$ cat src/rtl/spi_txc_if.sv
// spi_txc_if: parallel word handshake between a word source and the
// serial transmit core. The source owns data/valid, the core owns ready.
interface spi_txc_if;
  logic [31:0] tx_data;
  logic        tx_valid;
  logic        tx_ready;

  modport master (
    output tx_data,
    output tx_valid,
    input  tx_ready
  );

  modport slave (
    input  tx_data,
    input  tx_valid,
    output tx_ready
  );
endinterface

$ cat src/rtl/spi_txc.sv
// spi_txc: serial transmit core of the SPI block, running on the receive
// bit clock. Parallel words (8/16/32 bits) arrive over a valid/ready
// handshake and leave one bit per clock on shift_out, MSB- or LSB-first.
// A transfer is spi_tnum data frames, optionally followed by one CRC frame.
// Slots that open with no word available are filled with UNDERRUN_FILL.
// Reset doubles as the per-transfer restart; DONE is held until reset.
module spi_txc #(
  parameter logic [31:0] UNDERRUN_FILL = 32'h0,
  parameter int unsigned TNUM_W        = 13
) (
  input  logic              clk_rx,
  input  logic              spi_rx_rstn,
  input  logic [1:0]        df,
  input  logic              lsbf,
  input  logic [TNUM_W-1:0] spi_tnum,
  input  logic              crc_en,
  input  logic [31:0]       crc_poly,
  spi_txc_if.slave          tx,
  output logic              shift_out,
  output logic              tx_busy,
  output logic              tx_underrun,
  output logic              tx_done,
  output logic [31:0]       tx_crc_data_out
);

  typedef enum logic [1:0] {
    ST_IDLE,
    ST_DATA,
    ST_CRC,
    ST_DONE
  } state_t;

  state_t            state;
  logic [31:0]       sr;
  logic [31:0]       crc;
  logic [4:0]        bit_cnt;
  logic [TNUM_W-1:0] frame_cnt;

  logic [4:0]        last_bit;
  logic [31:0]       width_mask;
  logic              frame_end;
  logic              more_frames;
  logic              tnum_zero;
  logic              crc_fb;
  logic [TNUM_W:0]   frame_cnt_inc;
  logic [31:0]       crc_next;
  logic [31:0]       fill_or_data;
  logic [31:0]       data_load;
  logic [31:0]       crc_load;

  // Places a word in the shift register so that bit 0 goes out first.
  // LSB-first words go in unchanged; MSB-first words have their low W
  // bits mirrored, which is a full 32-bit mirror followed by a right shift
  // that drops the unused upper part of the frame.
  function automatic logic [31:0] order_word(
    input logic [31:0] word,
    input logic [31:0] mask,
    input logic [4:0]  msb_idx,
    input logic        lsb_first
  );
    logic [31:0] rev;
    rev = '0;
    for (int i = 0; i < 32; i++) begin
      rev[i] = word[31-i];
    end
    if (lsb_first) begin
      return word & mask;
    end
    return (rev >> (5'd31 - msb_idx)) & mask;
  endfunction

  // Frame geometry derived from the width select
  always_comb begin
    last_bit   = 5'd31;
    width_mask = 32'hFFFF_FFFF;
    case (df)
      2'b00: begin
        last_bit   = 5'd7;
        width_mask = 32'h0000_00FF;
      end
      2'b01: begin
        last_bit   = 5'd15;
        width_mask = 32'h0000_FFFF;
      end
      default: begin
        last_bit   = 5'd31;
        width_mask = 32'hFFFF_FFFF;
      end
    endcase
  end

  assign frame_end     = (bit_cnt == last_bit);
  assign frame_cnt_inc = {1'b0, frame_cnt} + {{TNUM_W{1'b0}}, 1'b1};
  assign more_frames   = (frame_cnt_inc < {1'b0, spi_tnum});
  assign tnum_zero     = (spi_tnum == '0);

  // The CRC absorbs whatever bit is currently on the line, so the value
  // loaded for the CRC frame already includes the final data bit.
  assign crc_fb   = crc[last_bit] ^ shift_out;
  assign crc_next = ((crc << 1) & width_mask) ^
                    (crc_fb ? (crc_poly & width_mask) : 32'h0);

  assign fill_or_data = tx.tx_valid ? tx.tx_data : UNDERRUN_FILL;
  assign data_load    = order_word(fill_or_data, width_mask, last_bit, lsbf);
  assign crc_load     = order_word(crc_next, width_mask, last_bit, lsbf);

  // Ready depends only on where the core is, never on tx_valid, so a
  // source may look at ready before deciding to present a word.
  assign tx.tx_ready = ((state == ST_IDLE) && !tnum_zero) ||
                       ((state == ST_DATA) && frame_end && more_frames);

  assign tx_crc_data_out = crc;

  // Transfer sequencer: frame loading, bit shifting, CRC and status flags
  always_ff @(posedge clk_rx or negedge spi_rx_rstn) begin
    if (!spi_rx_rstn) begin
      state       <= ST_IDLE;
      sr          <= '0;
      crc         <= '0;
      bit_cnt     <= '0;
      frame_cnt   <= '0;
      shift_out   <= 1'b0;
      tx_busy     <= 1'b0;
      tx_underrun <= 1'b0;
      tx_done     <= 1'b0;
    end else begin
      tx_underrun <= 1'b0;
      case (state)
        ST_IDLE: begin
          shift_out <= 1'b0;
          if (tnum_zero) begin
            bit_cnt <= '0;
            if (crc_en) begin
              // CRC of an empty transfer is the cleared register
              sr        <= '0;
              shift_out <= 1'b0;
              tx_busy   <= 1'b1;
              state     <= ST_CRC;
            end else begin
              tx_done <= 1'b1;
              state   <= ST_DONE;
            end
          end else if (tx.tx_valid) begin
            sr        <= data_load;
            shift_out <= data_load[0];
            bit_cnt   <= '0;
            frame_cnt <= '0;
            tx_busy   <= 1'b1;
            state     <= ST_DATA;
          end
        end

        ST_DATA: begin
          crc <= crc_next;
          if (frame_end) begin
            bit_cnt <= '0;
            if (more_frames) begin
              // Next slot opens with no gap; an empty slot is filled
              // and still counts as one of the transfer's frames.
              frame_cnt   <= frame_cnt + 1'b1;
              sr          <= data_load;
              shift_out   <= data_load[0];
              tx_underrun <= !tx.tx_valid;
            end else if (crc_en) begin
              sr        <= crc_load;
              shift_out <= crc_load[0];
              state     <= ST_CRC;
            end else begin
              shift_out <= 1'b0;
              tx_busy   <= 1'b0;
              tx_done   <= 1'b1;
              state     <= ST_DONE;
            end
          end else begin
            bit_cnt   <= bit_cnt + 5'd1;
            sr        <= sr >> 1;
            shift_out <= sr[1];
          end
        end

        ST_CRC: begin
          if (frame_end) begin
            bit_cnt   <= '0;
            shift_out <= 1'b0;
            tx_busy   <= 1'b0;
            tx_done   <= 1'b1;
            state     <= ST_DONE;
          end else begin
            bit_cnt   <= bit_cnt + 5'd1;
            sr        <= sr >> 1;
            shift_out <= sr[1];
          end
        end

        ST_DONE: begin
          shift_out <= 1'b0;
          tx_busy   <= 1'b0;
          tx_done   <= 1'b1;
        end

        default: begin
          state <= ST_IDLE;
        end
      endcase
    end
  end

endmodule

$ cat src/flat_wrapper.sv
// flat-port wrapper written by rule: the top's interface ports become plain ports
module spi_txc_flat 
#(
  parameter logic [31:0] UNDERRUN_FILL = 32'h0,
  parameter int unsigned TNUM_W        = 13
)
  (clk_rx, spi_rx_rstn, df, lsbf, spi_tnum, crc_en, crc_poly, shift_out, tx_busy, tx_underrun, tx_done, tx_crc_data_out, tx_tx_data, tx_tx_valid, tx_tx_ready);
  spi_txc_if tx_i ();
  input  logic clk_rx;
  input  logic spi_rx_rstn;
  input  logic [1:0] df;
  input  logic lsbf;
  input  logic [TNUM_W-1:0] spi_tnum;
  input  logic crc_en;
  input  logic [31:0] crc_poly;
  output logic shift_out;
  output logic tx_busy;
  output logic tx_underrun;
  output logic tx_done;
  output logic [31:0] tx_crc_data_out;
  input wire logic [$bits(tx_i.tx_data)-1:0] tx_tx_data;
  input wire logic [$bits(tx_i.tx_valid)-1:0] tx_tx_valid;
  output wire logic [$bits(tx_i.tx_ready)-1:0] tx_tx_ready;
  assign tx_i.tx_data = tx_tx_data;
  assign tx_i.tx_valid = tx_tx_valid;
  assign tx_tx_ready = tx_i.tx_ready;
  spi_txc #(.UNDERRUN_FILL(UNDERRUN_FILL), .TNUM_W(TNUM_W)) u_core (.clk_rx(clk_rx), .spi_rx_rstn(spi_rx_rstn), .df(df), .lsbf(lsbf), .spi_tnum(spi_tnum), .crc_en(crc_en), .crc_poly(crc_poly), .tx(tx_i), .shift_out(shift_out), .tx_busy(tx_busy), .tx_underrun(tx_underrun), .tx_done(tx_done), .tx_crc_data_out(tx_crc_data_out));
endmodule
$ cat config.mk
export PLATFORM = sky130hd
export DESIGN_NAME = spi_txc_flat
export DESIGN_NICKNAME = d
export VERILOG_FILES = /design/src/rtl/spi_txc_if.sv /design/src/rtl/spi_txc.sv /design/src/flat_wrapper.sv
export SDC_FILE = /design/constraint.sdc
export NUM_CORES = 1
export LEC_CHECK = 0
export CAP_MARGIN = 10
export CORE_ASPECT_RATIO = 2
export CORE_MARGIN = 2
export CORE_UTILIZATION = 55
export CTS_CLUSTER_DIAMETER = 60
export CTS_CLUSTER_SIZE = 10
export DETAILED_ROUTE_END_ITERATION = 7
export GPL_ROUTABILITY_DRIVEN = 0
export PLACE_DENSITY = 0.93
export SLEW_MARGIN = 15
export SYNTH_ARGS = -nofsm -noshare
export SYNTH_HDL_FRONTEND = slang
export SYNTH_SLANG_ARGS = --single-unit
$ cat constraint.sdc
create_clock -name clk_rx -period 6.2 [get_ports clk_rx]
set_input_delay 1.24 -clock clk_rx [delete_from_list [all_inputs] [get_ports clk_rx]]
set_output_delay 1.24 -clock clk_rx [all_outputs]
set_load 0.05 [all_outputs]
Yosys cells after proc, flatten, opt, wreduce, memory -nomap -nowiden
Index checks and enable logic that the tools add are counted.
{"block": "word_totals", "register_bits": 88, "output_inout_bits": 37}
{"block": "classes", "n_addsub": 4, "magnitude_cmp": 2, "eq_ne": 17, "shift": 2, "n_mux": 59, "n_bitwise": 8, "reduce_logical": 19}
{"op": "$mux W32", "n": 13}
{"op": "$and A32 B32 Y32", "n": 6}
{"op": "$pmux W32 S3", "n": 1}
{"op": "$pmux W32 S2", "n": 1}
{"op": "$shr A32 B5 Y32", "n": 2}
{"op": "$mux W13", "n": 4}
{"op": "$xor A32 B32 Y32", "n": 1}
{"op": "$pmux W13 S2", "n": 1}
{"op": "$mux W1", "n": 24}
{"op": "$pmux W5 S2", "n": 2}
{"op": "$mux W5", "n": 3}
{"op": "$reduce_and A5 Y1", "n": 3}
{"op": "$add A13 B1 Y14 const B", "n": 1}
{"op": "$lt A14 B13 Y1", "n": 1}
{"op": "$add A13 B1 Y13 const B", "n": 1}
{"op": "$logic_not A13 Y1", "n": 1}
{"op": "$pmux W1 S4", "n": 3}
{"op": "$mux W2", "n": 5}
{"op": "$ne A2 B2 Y1 const B", "n": 5}
{"op": "$ne A2 B1 Y1 const B", "n": 4}
{"op": "$lt A5 B6 Y1 const B", "n": 1}
{"op": "$pmux W2 S3", "n": 1}
{"op": "$reduce_and A6 Y1", "n": 1}
{"op": "$add A5 B1 Y5 const B", "n": 1}
{"op": "other kinds (18)", "n": 25}

Depth between registers and ports, before layout
Gate-level depths: netlist of run 1.
{"block": "depth", "word_depth": 14, "depth_mapped": 15, "mapped_depth_nobuf": 12}

Worst setup path after synthesis of run 1
No wires, ideal clock.
{"block": "synth_timing", "kind": "input port to output port", "start": "input port spi_tnum[12]", "end": "output port tx_tx_ready", "arrival_ps": 2848, "required_ps": 4960, "slack_ps": 2112, "path_stages": 8, "cell_sequence": "inv_1 > ha_1 > nand3_1 > nor3_1 > a31oi_4 > nand3_1 > clkbuf_1 > nand2_1"}
{"block": "synth_via", "elab_chain_len": 4, "word_cells_on_any_way": 6, "classes_between": "1 x order compare; 5 x reduce/logical"}
{"element": "from (decl)", "line": "flat_wrapper.sv:13", "source": "input logic [TNUM_W-1:0] spi_tnum;"}
{"element": "branches (longest 3 deep; another with $lt A14 B13 Y1)"}
{"element": "$logic_or A1 B1 Y1 (*)", "line": "spi_txc.sv:109", "source": "assign tx.tx_ready = ((state == ST_IDLE) && !tnum_zero) ||"}
{"element": "to (decl)", "line": "flat_wrapper.sv:23", "source": "output wire logic [$bits(tx_i.tx_ready)-1:0] tx_tx_ready;"}
Every way passes the cells marked *.

Worst setup path after layout of run 1
{"block": "layout_timing", "start": "input port spi_tnum[7]", "end": "output port tx_tx_ready"}
The elaborated chain is that of the path after synthesis.

==> results.sh, run 1 <==
export IMPL_outcome="finished clean"
export IMPL_start_util=0.565
export IMPL_fp_row_count=57
export IMPL_drive_gt1_frac=0.0675
export IMPL_grt_max_degree=80
export IMPL_ys_ff_latch=87
export IMPL_nFillCells=864
export IMPL_synth_seq_area_share=0.316
export IMPL_period_minus_slack_ns=5.17
export IMPL_post_synth_cell_area_avg_um2=8.10
export IMPL_synth_fp_nets=954
export IMPL_hold_violations=0
export IMPL_grt_pass1_wl_um=38400
export IMPL_wirelength_um=24500
export IMPL_postCtsHoldBufs=0
export IMPL_drt_pass1_iter_count=7
export IMPL_synthFlopType="dfrtp_1"
export IMPL_route_detailed_wl_per_inst_um=22.4
export IMPL_postPlaceCellArea_um2=8120
export IMPL_grtUsageTotal=0.359
export IMPL_mostFrequentLayoutCell="nand2_1"
export IMPL_cp_slowest_stage_delay_ns=0.79
export IMPL_num_nets_final=1046
export IMPL_post_cts_setup_buffers=0
export IMPL_cp_end_kind="output port"
export IMPL_max_freq_ghz=0.193
export IMPL_final_area_um2=8470
export IMPL_multiInputGateArea_um2=4240
export IMPL_mostFrequentLayoutCells="nand2_1 (118), clkdlybuf4s50_1 (117), dfrtp_1 (87)"
export IMPL_ir_drop_uv=360
export IMPL_antenna_found_initial=0
export IMPL_vias=7677
export IMPL_die_area_um2=13500
export IMPL_numClockSinks=87
export IMPL_synth_adder_area_share=0.0345
export IMPL_slew_headroom=0.398
export IMPL_power_w=0.00390
export IMPL_synth_simple_area_share=0.192
export IMPL_synth_xor_area_frac=0.0623
export IMPL_clock_latency_ns=0.36
export IMPL_dr_first_iter_drc_count=1304
export IMPL_antennaDiodeCount=0
export IMPL_synth_cells=851
export IMPL_io_pins=121
export IMPL_cp_slowest_cell="clkdlybuf4s50_1"
export IMPL_tritoncts="built"
export IMPL_critPathRequiredTime_ns=4.96
export IMPL_worst_pin_slew_ns=0.903
export IMPL_fin_crit_sh=0.834
export IMPL_cts_resized=0
export IMPL_cellLeakagePower_nw=3.50
export IMPL_synthMuxAreaShare=0.0574
export IMPL_drv_slew=0
export IMPL_critPathMaxFanout=11
export IMPL_synth_compound_area_frac=0.269
export IMPL_synth_area_um2=6890
export IMPL_ant_nets=0
export IMPL_worstPathArrival_ns=3.93
export IMPL_path_common_cell="clkdlybuf4s50_1"
export IMPL_drc=0
export IMPL_powerDensity_nw_per_um2=460
export IMPL_gr_total_overflow=0
export IMPL_die_width_um=83.2
export IMPL_rsz0062_at_grt="no"
export IMPL_cts_buffers=9
export IMPL_yosys_cell_types_count=72
export IMPL_setup_violations=0
export IMPL_seq_area_um2=2180
export IMPL_post_dp_hpwl_um=17100
export IMPL_ctsHtreeMaxLevel=3
export IMPL_die_y_um=162
export IMPL_synth_yosys_warnings=0
export IMPL_hold_path_class="reg -> reg"
export IMPL_synth_edf_count=0
export IMPL_portBuffers=120
export IMPL_vias_per_cell=7.01
export IMPL_cp_start_kind="input pin"
export IMPL_clkTransAtPathRegs_ns=0.07
export IMPL_synth_top_family_by_area="compound AO/OA/AOI/OAI gates"
export IMPL_coreArea_um2=12200
export IMPL_cts_root_buf="clkbuf_16"
export IMPL_setup_tns_ns=0
export IMPL_first_global_vias=7385
export IMPL_clockBufferDepth=2
export IMPL_crit_chain="clkdlybuf4s50_1 -> inv_1 -> ha_1 -> a21oi_1 -> o21a_1 -> o221a_4 -> nand3_1 -> buf_4 -> nand2_1 -> clkdlybuf4s50_1"
export IMPL_critPathKind="in -> out"
export IMPL_area_growth_pct=22.9
export IMPL_synthArstFlopShare=1.00
export IMPL_skew_ns=0.00915
export IMPL_maxCapViolations=0
## critical path, delay by kind of cell
| kind | cells | cell delay [ns] |
|---|---|---|
| buffers and inverters | 4 | 1.54 |
| AO/OA/AOI/OAI | 3 | 0.67 |
| adder cells (fa/ha/maj) | 1 | 0.32 |
| AND/OR/NAND/NOR | 2 | 0.16 |
## power by group
group | internal (W) | switching [W]
clock network | 0.000416 | 0.000242
registers | 0.000763 | 0.000187
logic | 0.000764 | 0.00153
## per-stage QoR
stage	setup slack, ns	hold slack, ns	utilization	instances
final	1.03	0.498	0.695	1095
after global routing	0.945	0.499	0.695	1095
after CTS	1.06	0.483	0.695	1095
after detailed placement	1.09	0.468	0.665	1079
after global placement	1.13	0.462	0.665	1079
after floorplan	2.11	0.447	-	851
## state kept, by name (all words and copies together) (netlist names), 2 cells and up
name and count:
u_core.frame_cnt 13, u_core.bit_cnt 5, u_core.state 2, u_core.tx_crc_data_out 32, u_core.sr 31
## metal layers
layer | part of all wire | GRT usage | wire length, um
met1 | 0.33 | 0.402 | 8060
met2 | 0.47 | 0.590 | 11500
met3 | 0.11 | 0.0889 | 2680
met4 | 0.092 | 0.257 | 2250
met5 | 0 | 0 | 0
## logic make-up (layout without fill, tap and decap cells)
group	Yosys count	count (layout)
multiplexers	36	36
flip-flops	87	87
XOR/XNOR	49	49
adder cells (fa/ha/maj)	19	19
AO/OA/AOI/OAI	271	271
buffers and inverters	111	208
AND/OR/NAND/NOR	278	278
## cell type report
type	count	share of cell area
multi-input cells	653	0.500
flip-flops and latches	87	0.257
repair buffers	135	0.154
clock buffers	11	0.0298
inverters	57	0.0253
well taps	147	0.0217
clock inverters	5	0.0123
## cell usage after synthesis (all sizes together), types with 19 or more instances
| library cell | n | share of area |
|---|---|---|
| a21oi | 48 | 0.035 |
| a31oi | 28 | 0.028 |
| buf | 26 | 0.023 |
| clkbuf | 28 | 0.015 |
| dfrtp | 87 | 0.32 |
| ha | 19 | 0.034 |
| inv | 56 | 0.031 |
| mux2i | 21 | 0.033 |
| nand2 | 119 | 0.065 |
| nand3 | 46 | 0.033 |
| nor2 | 45 | 0.025 |
| o21ai | 70 | 0.051 |
| xnor2 | 39 | 0.050 |
## path summary, 6_finish.rpt
| kind | from | end | slack, ns | cells past startpoint |
|---|---|---|---|---|
| max in group asynchronous | spi_rx_rstn | u_core.sr[29] | 4.25 | 2 |
| min in group asynchronous | spi_rx_rstn | u_core.tx_done | 0.77 | 1 |
| max | spi_tnum[7] | tx_tx_ready | 1.03 | 10 |
| min reg2reg | u_core.sr[19] | u_core.sr[19] | 0.50 | 2 |
| max reg2reg | u_core.frame_cnt[2] | u_core.sr[30] | 2.26 | 12 |
| min | u_core.sr[19] | u_core.sr[19] | 0.50 | 2 |
Power figures use the tool's default switching activity.
==> run 2, diff against run 1 <==
Settings changed: CORE_UTILIZATION 55 to 49, PLACE_DENSITY 0.93 to 0.88.
Clock period 6.2 ns to 4.65 ns, I/O delays scaled along.
==> run 2 against run 1 <==
  * The run now ends with design-rule violations left
  * Hold slack worse by 0.0089 ns
  * Sequential share of layout area is 0.27 points lower
  * Non-clock buffer count is 6 higher
  * Utilization is 7.5 points lower
  * Clock skew is 0.0044 ns higher
  * Critical endpoint is now u_core.sr[17]
  * Highest routed layer unchanged
==> results.sh, run 2 (synthesis gave the netlist of run 1 again) <==
export IMPL_outcome="finished, violations left"
export IMPL_violations="design-rule violations"
export IMPL_maxCapViolations=0
export IMPL_fin_crit_sh=0.870
export IMPL_route_detailed_wl_per_inst_um=21.6
export IMPL_antenna_found_initial=0
export IMPL_grtUsageTotal=0.337
export IMPL_gr_total_overflow=0
export IMPL_powerDensity_nw_per_um2=607
export IMPL_drive_gt1_frac=0.0723
export IMPL_cp_slowest_stage_delay_ns=0.93
export IMPL_ant_nets=0
export IMPL_cp_start_kind="flop"
export IMPL_largest_reg_flops=32
export IMPL_start_util=0.499
export IMPL_postCtsHoldBufs=0
export IMPL_tritoncts="built"
export IMPL_vias_per_cell=6.65
export IMPL_post_cts_setup_buffers=0
export IMPL_die_width_um=87.9
export IMPL_grt_pass1_wl_um=38900
export IMPL_cellLeakagePower_nw=3.52
export IMPL_worstPathArrival_ns=4.32
export IMPL_nFillCells=1160
export IMPL_clockBufferDepth=2
export IMPL_grt_max_degree=68
export IMPL_post_dp_hpwl_um=17800
export IMPL_mostFrequentLayoutCell="nand2_1"
export IMPL_critPathKind="reg -> reg"
export IMPL_critPathRequiredTime_ns=4.92
export IMPL_skew_ns=0.0135
export IMPL_drt_pass1_iter_count=8
export IMPL_path_delay_family="compound AO/OA/AOI/OAI gates"
export IMPL_worst_pin_slew_ns=1.07
export IMPL_cp_num_cells=13
export IMPL_ir_drop_uv=440
export IMPL_fp_row_count=61
export IMPL_rsz0062_at_grt="no"
export IMPL_cp_slowest_cell="o311ai_4"
export IMPL_cp_end_kind="flop"
export IMPL_cts_resized=0
export IMPL_clkTransAtPathRegs_ns=0.07
export IMPL_vias=7596
export IMPL_wirelength_um=24700
export IMPL_critPathMaxFanout=28
export IMPL_min_delay_path_depth=1
export IMPL_ctsHtreeMaxLevel=3
export IMPL_numClockSinks=87
export IMPL_reg2reg_depth=13
export IMPL_met2_usage=0.544
export IMPL_setup_tns_ns=0
export IMPL_area_growth_pct=24.2
export IMPL_setup_violations=0
export IMPL_slew_headroom=0.283
export IMPL_met3_usage=0.0830
export IMPL_whs_ns=0.489
export IMPL_hold_violations=0
export IMPL_coreArea_um2=13800
export IMPL_portBuffers=120
export IMPL_cts_root_buf="clkbuf_16"
export IMPL_mostFrequentLayoutCells="nand2_1 (118), clkdlybuf4s50_1 (116), dfrtp_1 (87)"
export IMPL_grt_use_met1=0.380
export IMPL_drc=10
export IMPL_dp_slack_ns=0.458
export IMPL_cp_buffers_inverters=1
export IMPL_top_usage_layer="met2"
export IMPL_io_pins=121
export IMPL_crit_chain="and4_4 -> and2_1 -> nand3_1 -> xnor2_1 -> ha_1 -> nand4_1 -> a211oi_1 -> a31oi_4 -> and2_4 -> o311ai_4 -> buf_4 -> a21oi_1 -> a31oi_1"
export IMPL_cts_buffers=9
export IMPL_clock_latency_ns=0.36
export IMPL_num_nets_final=1052
export IMPL_dr_first_iter_drc_count=1192
export IMPL_period_minus_slack_ns=4.05
export IMPL_die_area_um2=15100
export IMPL_antennaDiodeCount=0
export IMPL_layout_setup_ws_ns=0.603
export IMPL_die_y_um=172
export IMPL_drv_slew=0
export IMPL_first_global_vias=7482
export IMPL_hold_path_class="reg -> reg"
export IMPL_max_freq_ghz=0.247
-- run 2: cell count changes in the layout (fill, tap and decap cells not counted), sizes merged --
cell / before / now
buf: 18 / 25
clkdlybuf4s50: 117 / 116
clkinv: 3 / 2
clkinvlp: 0 / 1
-- run 2: path summary, 6_finish.rpt --
path	start	end	slack, ns
worst max-delay path	u_core.frame_cnt[2]	u_core.sr[17]	0.60
max in group asynchronous	spi_rx_rstn	u_core.sr[27]	3.12
worst min-delay path	u_core.tx_done	u_core.tx_done	0.49
worst max register to register	u_core.frame_cnt[2]	u_core.sr[17]	0.60
min in group asynchronous	spi_rx_rstn	u_core.tx_crc_data_out[19]	0.67
worst min register to register	u_core.tx_done	u_core.tx_done	0.49
-- run 2: metal layers --
layer | part of all wire | vias up
met2 | 0.48 | 596
met4 | 0.090 | 0
met1 | 0.33 | 3501
met3 | 0.099 | 190
li1 | - | 3309
met5 | 0 | -
-- run 2: worst register-to-register path: cells and delay by family (launching register included) --
family,cells,cell delay (ns)
XOR/XNOR,1,0.19
buffers and inverters,1,0.34
flip-flops,1,0.43
AO/OA/AOI/OAI,5,1.70
AND/OR/NAND/NOR,5,0.99
adder cells (fa/ha/maj),1,0.33
-- run 2: final cells by class --
class | instances | area, um2 | area share
clock inverter | 5 | 106 | 0.0124
tap | 189 | 236 | 0.0276
sequential | 87 | 2180 | 0.254
clock buffer | 11 | 233 | 0.0272
inverter | 57 | 214 | 0.0250
timing repair buffer | 141 | 1360 | 0.158
multi-input combinational | 653 | 4240 | 0.495
-- run 2: where the power goes --
part | switching (W) | leakage (nW) | internal (W)
Clock | 0.000320 | 0.160 | 0.000527
Combinational | 0.00204 | 2.23 | 0.00104
Sequential | 0.000255 | 1.14 | 0.00102
Total | 0.00261 | 3.52 | 0.00258
-- run 2: through the flow --
| stage | instance area, um2 | power [W] | std cells | util |
|---|---|---|---|---|
| 2_1_floorplan | 6890 | 0.00331 | 851 | - |
| 3_3_place_gp | 8220 | 0.00417 | 1127 | 0.595 |
| 4_1_cts | 8560 | 0.00508 | 1143 | 0.620 |
| 3_5_place_dp | 8220 | 0.00421 | 1127 | 0.595 |
| 5_1_grt | 8560 | 0.00543 | 1143 | 0.620 |
| 6_report | 8560 | 0.00520 | 1143 | 0.620 |
==> RTL change 1: new RTL, flow settings as in run 2 <==
`TNUM_W` is set to 13 in 2 places; all go to 26.
--- a/src/rtl/spi_txc.sv
+++ b/src/rtl/spi_txc.sv
@@ -8,3 +8,3 @@
   parameter logic [31:0] UNDERRUN_FILL = 32'h0,
-  parameter int unsigned TNUM_W        = 13
+  parameter int unsigned TNUM_W        = 26
 ) (
--- a/src/flat_wrapper.sv
+++ b/src/flat_wrapper.sv
@@ -4,3 +4,3 @@
   parameter logic [31:0] UNDERRUN_FILL = 32'h0,
-  parameter int unsigned TNUM_W        = 13
+  parameter int unsigned TNUM_W        = 26
 )
Ports: changed (resized spi_tnum); port bits go from 121 to 134. The function was not compared with the original's and may differ.
==> RTL change 1 against run 2 <==
- routed wire length is 12% higher
- setup slack worse by 0.51 ns
- cell count is 20% higher
- final area is 20% higher
- critical path depth is 1 higher
- sequential cell count is 13 higher
- total power is 31% lower
- synthesized area is 20% higher
- global-route usage is 2.9 points lower
- largest power group unchanged
==> RTL change 1: results (changes against run 2) <==
| Metric | Value |
|---|---|
| Clk slew on worst S/H paths | `0.08 ns` |
| Drt initial violations | `1096 (-8.1%)` |
| Min-Delay Path Class | `reg2reg` |
| Antenna cells | `0 (unchanged)` |
| Worst skew pair latency | `0.35 ns` |
| Initial antenna violation count | `0 (unchanged)` |
| Share of cells above drive strength 1 | `0.0978 (+0.0254)` |
| Htree depth | `3 (unchanged)` |
| Status | `finished clean` |
| CP arrival | `3.63 ns (-0.69 ns)` |
| Fillers | `1352 (+17%)` |
| Maximum vdd drop | `0.310 mV (-30%)` |
| Top FF cell, synth | `dfrtp_1` |
| Total CTS buffers | `9 (unchanged)` |
| Max reg flops | `32 (unchanged)` |
| Worst slew pin tran | `1.28 ns (+0.209 ns)` |
| Vias in the first global route | `8761 (+17%)` |
| Global-route usage over all layers | `0.307 (-0.0295)` |
| # nets final | `1290 (+23%)` |
| Net Count, Synth | `1171 (+23%)` |
| IO Port Bufs | `133 (+11%)` |
| Vias/cell | `6.57 (-1.1%)` |
| Clk_skew | `0.0107 ns (-0.00278 ns)` |
| LEAKAGE | `4.40 nW (+25%)` |
| Count of cell types in the netlist | `68 (-5.6%)` |
| Synth cell count leaders | `142 x nand2_1, 107 x o21ai_0, 100 x dfrtp_1` |
| Fin. max-slew vios | `0 (unchanged)` |
| Pin count of the biggest net entering global routing | `47 (-31%)` |
| First-pass GRT wire length | `44000 µm (+13%)` |
| Clock Tree Root | `clkbuf_16` |
| Routed wire per std cell | `20.1 µm (-6.9%)` |
| First drt pass iteration count | `8 (unchanged)` |
| Post-synthesis sequential area ratio | `0.303 (-0.0125)` |
| DP Wirelength | `19900 µm (+12%)` |
| Worst-path fanout max | `4 (-86%)` |
| Async SR Flop Fraction | `1.00 (unchanged)` |
| Synthesis warning total | `0 (unchanged)` |
| Bufs on Longest Clock Path | `2 (unchanged)` |
| Area contributors post-synth | `dfrtp_1 30%, o21ai_0 6.5%, nand2_1 6.5%, ha_1 4.9%, mux2i_1 4.4%` |
-- RTL change 1: critical path, cell delays in order (launching register included) --
cell and delay, ns:
dfrtp_1 0.37, and4_4 0.27, nand3_1 0.12, nor3_2 0.21, nand3_1 0.13, or2_2 0.35, xnor2_1 0.14, ha_1 0.24
a2111oi_4 0.32, o21ai_0 0.15, o22ai_1 0.23, o211ai_2 0.14, or2_2 0.33, nand2_1 0.14, buf_12 0.15
-- RTL change 1: metrics by stage --
step                      hold slack [ns]  TNS (ns)  cell area, µm²  setup WS, ns  instances
after floorplan                     0.449         0            8250         0.221       1042
after global placement              0.462         0            9770         0.346       1343
after detailed placement            0.466         0            9770         0.137       1343
after CTS                           0.481         0           10200        0.0520       1369
after global routing                0.526  -0.00108           10300      -0.00108       1373
final                               0.485         0           10300        0.0896       1373
-- RTL change 1: power breakdown --
part | switching [mW] | internal [mW] | total [mW]
Sequential | 0.126 | 0.991 | 1.12
Clock | 0.360 | 0.479 | 0.839
Combinational | 1.05 | 0.587 | 1.64
Total | 1.54 | 2.06 | 3.59
-- RTL change 1: worst paths after layout --
check                               startpoint                          to  slack (ns)  cells after the start
max in group asynchronous          spi_rx_rstn  u_core.tx_crc_data_out[29]        3.21                      2
max                        u_core.frame_cnt[3]                 tx_tx_ready        0.09                     14
min reg2reg                      u_core.sr[17]               u_core.sr[17]        0.48                      2
min in group asynchronous          spi_rx_rstn        u_core.frame_cnt[10]        0.51                      1
min                              u_core.sr[17]               u_core.sr[17]        0.48                      2
max reg2reg                u_core.frame_cnt[3]                u_core.sr[9]        0.15                     16
-- RTL change 1: repair_timing --
item,4_1_cts,5_1_grt
hold endpoints to repair,0,0
pin swaps,2,4
buffers inserted,10,4
endpoints found under the setup margin,1,1
resized for setup,9,8
-- RTL change 1: layout make-up --
cell class                      instances  area, µm²  area share
Clock inverter                          6       96.3     0.00938
Multi-Input combinational cell        828       5350       0.521
Clock buffer                           10        229      0.0223
Inverter                               45        169      0.0165
Tap cell                              207        259      0.0252
Timing Repair Buffer                  177       1660       0.162
Sequential cell                       100       2500       0.244
-- RTL change 1: kinds of logic (layout without fill, tap and decap cells) --
kind of cell / Yosys count / count (layout) / share of synthesized area
muxes: 50 / 50 / 0.0628
buffers and inverters: 114 / 238 / 0.0558
and+or+nand+nor: 341 / 341 / 0.188
DFF: 100 / 100 / 0.303
xor gates and xnor gates: 61 / 61 / 0.0648
AOI/OAI and AO/OA: 344 / 344 / 0.277
adders and majority gates: 32 / 32 / 0.0486
-- RTL change 1: routing by layer --
layer | part of all wire | GRT usage
met4 | 0.049 | 0.146
met5 | 0 | 0
met3 | 0.11 | 0.0560
met1 | 0.38 | 0.410
met2 | 0.46 | 0.476
==> RTL change 2: new RTL, flow settings as in run 2 <==
Without the edit above. Reset style: synchronous (`spi_rx_rstn`), changed in one clocked block.
--- a/src/rtl/spi_txc.sv
+++ b/src/rtl/spi_txc.sv
@@ -114,3 +114,3 @@
   // Transfer sequencer: frame loading, bit shifting, CRC and status flags
-  always_ff @(posedge clk_rx or negedge spi_rx_rstn) begin
+  always_ff @(posedge clk_rx) begin
     if (!spi_rx_rstn) begin
Function: differs if spi_rx_rstn is asserted again (counterexample within 4 cycles, from zero or initial values and one cycle with spi_rx_rstn low); with spi_rx_rstn held inactive, the same outputs for 10 cycles.
==> RTL change 2 against run 2 <==
- via count grew 6.7%
- sequential cell count is the same
- final area decreased by 3.6%
- critical path type is now reg2out
- setup slack lost 0.26 ns
- cell count up 1.7%
- worst hold slack got worse by 0.014 ns
- non-clock buffer count grew 5
- total power shrank 35%
- core utilization down 0.20 points
- maximum frequency is 6.0% lower
- combinational power shrank 46%
- synthesized area down 3.1%
- routed wire length rose by 6.8%
==> RTL change 2: results (changes against run 2) <==
| Metric | Value |
|---|---|
| Status | `finished clean` |
| Hold Slack | `0.474 ns (-0.0144 ns)` |
| Post-synthesis sequential area ratio | `0.261 (-0.0551)` |
| Clk_skew | `0.00637 ns (-0.00716 ns)` |
| Worst Setup EP | `tx_tx_ready` |
| Mux share of post-synthesis cell area | `0.0493 (-0.00809)` |
| Vias in the first global route | `7858 (+5.0%)` |
| Synth cell count leaders | `100 x nand2_1, 87 x dfxtp_1, 75 x nor2_1` |
| Reg-to-reg endpoint | `u_core.sr[5]` |
| M1 GR Usage | `0.372 (-0.00793)` |
| Slowest-stage cell, CP | `dfxtp_1` |
| Slew HR | `0.245 (-0.0381)` |
| CP delay by family, top | `simple AND/OR/NAND/NOR gates` |
| Pin count of the biggest net entering global routing | `61 (-10%)` |
| Hold Path Depth | `2 (+1)` |
| Post-synthesis adder-cell area fraction | `0.0337 (-0.000768)` |
| Top FF cell, synth | `dfxtp_1` |
| Total CTS buffers | `9 (unchanged)` |
| First drt pass iteration count | `6 (-2)` |
| Final Non-Filler Cells | `1162 (+1.7%)` |
| Dpl ws | `0.622 ns (+0.163 ns)` |
| Fillers | `1136 (-2.1%)` |
| DP Wirelength | `18900 µm (+6.1%)` |
| Avg Cell Area, Syn | `7.26 µm² (-10%)` |
| Hold Path Sink | `u_core.sr[8]` |
| Async SR Flop Fraction | `0 (-1.00)` |
| Share of cells above drive strength 1 | `0.0606 (-0.0118)` |
| Hold path start | `u_core.sr[8]` |
| Fmax | `232 MHz (-6.0%)` |
| Largest stage delay, worst path | `0.44 ns (-0.49 ns)` |
| Critical Path Start | `u_core.frame_cnt[2]` |
| Placed instance count | `1146 (+1.7%)` |
| Global-route usage over all layers | `0.359 (+0.0225)` |
| Reg2reg start | `u_core.frame_cnt[0]` |
| LEAKAGE | `2.93 nW (-17%)` |
| Area contributors post-synth | `dfxtp_1 26%, nand2_1 5.6%, a21oi_1 5.4%, o21ai_0 4.5%, nor2_1 4.2%` |
| Routed wl met3 | `2530 µm (+3.9%)` |
| Cell Area, Placed | `0.00795 mm² (-3.4%)` |
| Net Count, Synth | `1022 (+7.1%)` |
| WL met2 | `12600 µm (+6.2%)` |
| Worst-path fanout max | `7 (-75%)` |
| Vias/cell | `6.98 (+5.0%)` |
| Met2 usage | `0.598 (+0.0539)` |
| First-pass GRT wire length | `40900 µm (+5.1%)` |
| Maximum vdd drop | `0.278 mV (-37%)` |
| CP arrival | `3.37 ns (-0.95 ns)` |
| Routed wire per std cell | `22.7 µm (+5.0%)` |
==> RTL change 2: cell types whose count changed in the layout (fill, tap and decap cells not counted), moves of 9 or more <==
cell     before  now
dfrtp_1      87    0
dfxtp_1       0   87
nor2_1       45   75
mux2_2       15    3
mux2i_1      19   28
a21oi_1      48   72
xnor2_1      39   22
nand4_1       3   30
nand2_1     118  100
inv_1        56   36
==> RTL change 2: where the power goes <==
| part | total [mW] | internal, mW | switching, mW |
|---|---|---|---|
| Sequential | 0.961 | 0.857 | 0.104 |
| Clock | 0.765 | 0.445 | 0.320 |
| Combinational | 1.66 | 0.548 | 1.11 |
| Total | 3.39 | 1.85 | 1.54 |
==> RTL change 2: layout make-up <==
cell class	instances	area, µm²	area share
clock buffer	11	253	0.0306
clock inverter	5	56.3	0.00682
inverter	36	135	0.0164
multi-input combinational	722	4480	0.543
sequential	87	1740	0.211
tap	155	194	0.0235
timing repair buffer	146	1400	0.169
